File: src/rtl/fetch_seq.sv
// fetch_seq: instruction fetch sequencer driving a PC/MD register block and a memory read port.
module fetch_seq #(
   parameter int ACK_TIMEOUT = 15
) (
   input  logic        clk,
   input  logic        rst,
   input  logic        run,
   input  logic [17:0] bus_in,
   input  logic        mem_ack,
   input  logic        ir_ready,
   input  logic        redirect,
   input  logic [12:0] redirect_pc,
   output logic        read_pc_en,
   output logic        inc_pc,
   output logic        read_md_en,
   output logic        write_mem_md,
   output logic        write_pc_en,
   output logic [17:0] pc_data,
   output logic        mem_rd,
   output logic [12:0] mem_addr,
   output logic [17:0] ir,
   output logic        ir_valid,
   output logic        busy,
   output logic        fetch_err,
   output logic [15:0] fetch_cnt
);
   typedef enum logic [3:0] {IDLE, PC_OUT, PC_LAT, MEM_RD, MD_OUT, IR_LD, HOLD, REDIR, ERR} state_t;
   localparam int TW = $clog2(ACK_TIMEOUT + 1);
   state_t state, next;
   logic [TW-1:0] tcnt;
   always_ff @(posedge clk)
      if (rst) state <= IDLE;
      else state <= next;
   always_comb begin
      next = state;
      case (state)
         IDLE:    next = redirect ? REDIR : run ? PC_OUT : IDLE;
         PC_OUT:  next = PC_LAT;
         PC_LAT:  next = MEM_RD;
         MEM_RD:  next = mem_ack ? MD_OUT : (tcnt == TW'(ACK_TIMEOUT - 1)) ? ERR : MEM_RD;
         MD_OUT:  next = IR_LD;
         IR_LD:   next = HOLD;
         HOLD:    next = !ir_ready ? HOLD : redirect ? REDIR : run ? PC_OUT : IDLE;
         REDIR:   next = run ? PC_OUT : IDLE;
         ERR:     next = ERR;
         default: next = IDLE;
      endcase
   end
   always_comb begin
      read_pc_en   = state == PC_OUT;
      read_md_en   = state == MD_OUT;
      inc_pc       = state == MD_OUT;
      write_pc_en  = state == REDIR;
      write_mem_md = state == MEM_RD && mem_ack && !rst;
   end
   // redirect target is captured only on acceptance, i.e. when IDLE/HOLD moves to REDIR
   always_ff @(posedge clk)
      if (rst) begin
         tcnt      <= '0;
         mem_rd    <= 1'b0;
         busy      <= 1'b0;
         mem_addr  <= '0;
         ir        <= '0;
         ir_valid  <= 1'b0;
         pc_data   <= '0;
         fetch_err <= 1'b0;
         fetch_cnt <= '0;
      end else begin
         tcnt     <= (state == MEM_RD) ? tcnt + TW'(1) : '0;
         mem_rd   <= next == MEM_RD;
         busy     <= next != IDLE && next != ERR;
         ir_valid <= next == HOLD;
         if (state == PC_LAT) mem_addr <= bus_in[12:0];
         if (state == IR_LD) begin
            ir        <= bus_in;
            fetch_cnt <= fetch_cnt + 16'd1;
         end
         if (next == REDIR && state != REDIR) pc_data <= {5'b0, redirect_pc};
         if (next == ERR) fetch_err <= 1'b1;
      end
endmodule
File: config.mk
export PLATFORM = sky130hd
export DESIGN_NAME = fetch_seq
export DESIGN_NICKNAME = d
export VERILOG_FILES = /design/src/rtl/fetch_seq.sv
export SDC_FILE = /design/constraint.sdc
export NUM_CORES = 1
export LEC_CHECK = 0
export CAP_MARGIN = 0
export CORE_MARGIN = 3
export CORE_UTILIZATION = 60
export DETAILED_ROUTE_END_ITERATION = 12
export DONT_BUFFER_PORTS = 1
export GPL_ROUTABILITY_DRIVEN = 0
export PLACE_DENSITY = 0.76
export SLEW_MARGIN = 20
export SYNTH_ARGS = -nofsm -noshare
export SYNTH_HDL_FRONTEND = slang
export SYNTH_SLANG_ARGS = --single-unit
File: constraint.sdc
create_clock -name clk -period 3.7 [get_ports clk]
set_input_delay 1.11 -clock clk [delete_from_list [all_inputs] [get_ports clk]]
set_output_delay 1.11 -clock clk [all_outputs]
set_load 0.03 [all_outputs]
==> results.cfg <==
[grt]
global_route_wire_length_before_repair_mm = 10.6
number_of_global_route_vias_before_repair = 2267
grt_util_all_layers_pct = 22.1
grt-ovfl-total = 0
grt_start_max_net_pins = 83
antenna_found_initial = 0

[synth]
synth_enable_flop_cells = 0
synth.avg_cell_area_um2 = 8.79
synth.area.mux_share_pct = 4.24
postSynthCellCount = 349
post_synth_and_or_nand_nor_area_fraction_pct = 28.0
synth_common_cells = 72 x sky130_fd_sc_hd__dfxtp_1, 72 x sky130_fd_sc_hd__nand2_1, 36 x sky130_fd_sc_hd__a21oi_1, 29 x sky130_fd_sc_hd__nand2b_1, 27 x sky130_fd_sc_hd__nor2_1
largest_family_of_logic_cells_by_synthesized_area = simple AND/OR/NAND/NOR gates
synthAdderAreaFrac_pct = 1.22
synth_sequential_area_ratio_pct = 47.0
synth-seq-cells = 72
mappedNetlistArea_um2 = 3070
count_of_warnings_emitted_by_yosys = 0
ys_dominant_reg_cell = sky130_fd_sc_hd__dfxtp_1
ys_top_cells_by_area = sky130_fd_sc_hd__dfxtp_1 47%, sky130_fd_sc_hd__nand2_1 8.8%, sky130_fd_sc_hd__nand2b_1 5.9%
synth_compound_gate_area_share_pct = 9.46
post-synth-top-area-cell = sky130_fd_sc_hd__dfxtp_1
synth_top_area_share_pct = 47.0
synthesized_area_fraction_occupied_by_xor_and_xnor_cells_pct = 4.28
yosysUniqueCellTypes = 46
async_set_or_reset_register_ratio_after_synthesis_pct = 0

[floorplanning]
io_pins = 111
fp.dieW_um = 77.5
design.die.area_um2 = 6010
initial_core_util_pct = 63.3
number_of_placement_rows = 25
core_area_um2 = 4850
fp.dieH_um = 77.5

[clock_tree]
cts-hold-fix-buffers = 0
worst_skew_pair.late_latency_ns = 0.34
clock_tree.root_cell = sky130_fd_sc_hd__clkbuf_8
clock_tree_from_tritoncts = built
cts.reportedPaths.clkPinSlew_ns = 0.07
sinks_on_the_clock_net = 72
numCtsBuffers = 9
post_cts_resized = 0
cts_htree_levels = 3
post_cts_buffers = 0
clockBufferDepth = 2

[critical_path]
r2r_start = state[2]
worst_setup_path_start_kind = flip-flop
crit_path_max_fanout = 12
worst-endpoint-arrival_ns = 2.05
worst_setup_path_startpoint = state[1]
worstPathRequired_ns = 2.59
critical_path_class = flip-flop to primary output
timing.critical_path.to_type = primary output

[pwr]
cellLeakagePower_nw = 1.17
power.density_nw_per_um2 = 762
power.switching_mw = 0.930
sequentialPowerShare_pct = 49.4
switching_share_pct = 37.0
share_clk_of_total_power_pct = 30.5
vdd_ir_drop_max_mv = 0.433
p_int_mw = 1.59
comb_power_share_pct = 20.2
finalPower_mw = 2.52

[routing]
met2_length_mm = 3.06
wl_mm = 6.23
via_count = 2270
residual_antenna_violating_net_count_after_detailed_routing = 0
drt_first_pass_iters = 4
routedWlPerCell_um = 15.1
drt_iter0_drc = 140
top_layer = met4
dr_wl_met3_um = 630
drc_errors = 0
m1WireLength_mm = 2.50
viasPerCell = 5.50

[timing]
setup-tns-final_ns = 0
fin_skew_ns = 0.00602
slew_headroom_pct = 46.4
maxClockFrequency_mhz = 316
final_period_minus_worst_setup_slack_ns = 3.16
finalSetupViolCount = 0
final.hold.worst_slack_ns = 0.465
timing.final.crit_share_pct = 85.5
setup_repair_after_global_routing_missed_its_margin = false
report.final.hold_viol_count = 0
worstMarginPinSlew_ns = 0.802
drv_slew = 0

[cells_and_area]
area_delta_synth_final_pct = 7.66
final_core_utilization_pct = 68.2
drive_gt1_share_pct = 9.83
diodes = 0
finish.net_count = 381
post-route-cell-area_um2 = 3300

[flow_run]
max_cap_violations = 0

[place]
io_buffer_count = 0
post_dp_hpwl_mm = 4.32
place_area_um2 = 3050

[status]
outcome = completed

[hold_path]
holdCritStartpoint = tcnt[0]
tightest_hold_check_type = flip-flop to flip-flop
-- path summary, 6_finish.rpt --
kind	slack [ns]	endpoint	cells after the start
min	0.46	tcnt[0]	1
max	0.54	write_mem_md	4
max reg2reg	1.31	fetch_cnt[6]	6
min reg2reg	0.46	tcnt[0]	1
-- final cells by class --
| type | count | area (um^2) |
|---|---|---|
| inverter | 4 | 15.0 |
| fill | 412 | 1540 |
| clock inverter | 6 | 115 |
| clock buffer | 10 | 138 |
| timing repair buffer | 4 | 30.0 |
| tap | 67 | 83.8 |
| sequential | 72 | 1440 |
| multi-input combinational | 250 | 1480 |
-- worst max-delay path, cell delays in order (launching register included) --
cell and delay, ns:
sky130_fd_sc_hd__dfxtp_1 0.57, sky130_fd_sc_hd__nand2_1 0.19, sky130_fd_sc_hd__nor3_1 0.30, sky130_fd_sc_hd__nand2b_1 0.19, sky130_fd_sc_hd__nor2_1 0.46
-- cell families after synthesis --
| logic type | Yosys count |
|---|---|
| other cells | 1 |
| mux | 13 |
| flops | 72 |
| compound gates | 49 |
| buf+inv | 31 |
| xor+xnor | 15 |
| simple gates | 165 |
| fa+ha+maj | 3 |
-- through the flow --
stage | setup WS (ns) | cells
final | 0.535 | 413
after global routing | 0.307 | 413
after CTS | 0.517 | 413
after detailed placement | 0.810 | 397
after global placement | 0.832 | 397
after floorplan | 0.708 | 353
-- state kept, by name, indices dropped and copies added, names as in the netlist --
register   count
ir            18
ir_valid       1
pc_data       13
fetch_err      1
mem_rd         1
tcnt           4
mem_addr      13
fetch_cnt     16
state          4
busy           1
-- metal layers --
| layer | GRT usage (%) | vias to the layer above |
|---|---|---|
| li1 | - | 1130 |
| met4 | 6.76 | 0 |
| met1 | 24.4 | 1049 |
| met3 | 12.1 | 4 |
| met2 | 36.6 | 87 |
| met5 | 0 | - |
-- cell usage in the layout, fill, tap and decap left out, drive strengths merged, types with 2 or more instances in the layout --
| master | count |
|---|---|
| o21ai | 3 |
| and3 | 2 |
| bufinv | 3 |
| nor2 | 27 |
| nand4 | 3 |
| nor4b | 3 |
| nor3 | 6 |
| a31oi | 3 |
| clkbuf | 10 |
| xor2 | 8 |
| conb | 5 |
| dfxtp | 72 |
| o211ai | 2 |
| and4 | 2 |
| ha | 3 |
| or3 | 3 |
| inv | 5 |
| nor3b | 2 |
| buf | 4 |
| nor4 | 3 |
| xnor2 | 7 |
| nand2b | 29 |
| a21oi | 36 |
| nand2 | 72 |
| mux2i | 13 |
| nand3 | 7 |
-- power by group through the flow --
stage	sequential, mW	combinational (mW)	clock, mW
floorplan	1.19	0.515	0
global placement	1.26	0.500	0
detailed placement	1.26	0.511	0
CTS	1.24	0.511	0.786
global route	1.26	0.568	0.815
finish	1.24	0.508	0.767
No activity file was read; power rests on OpenSTA's default activity.
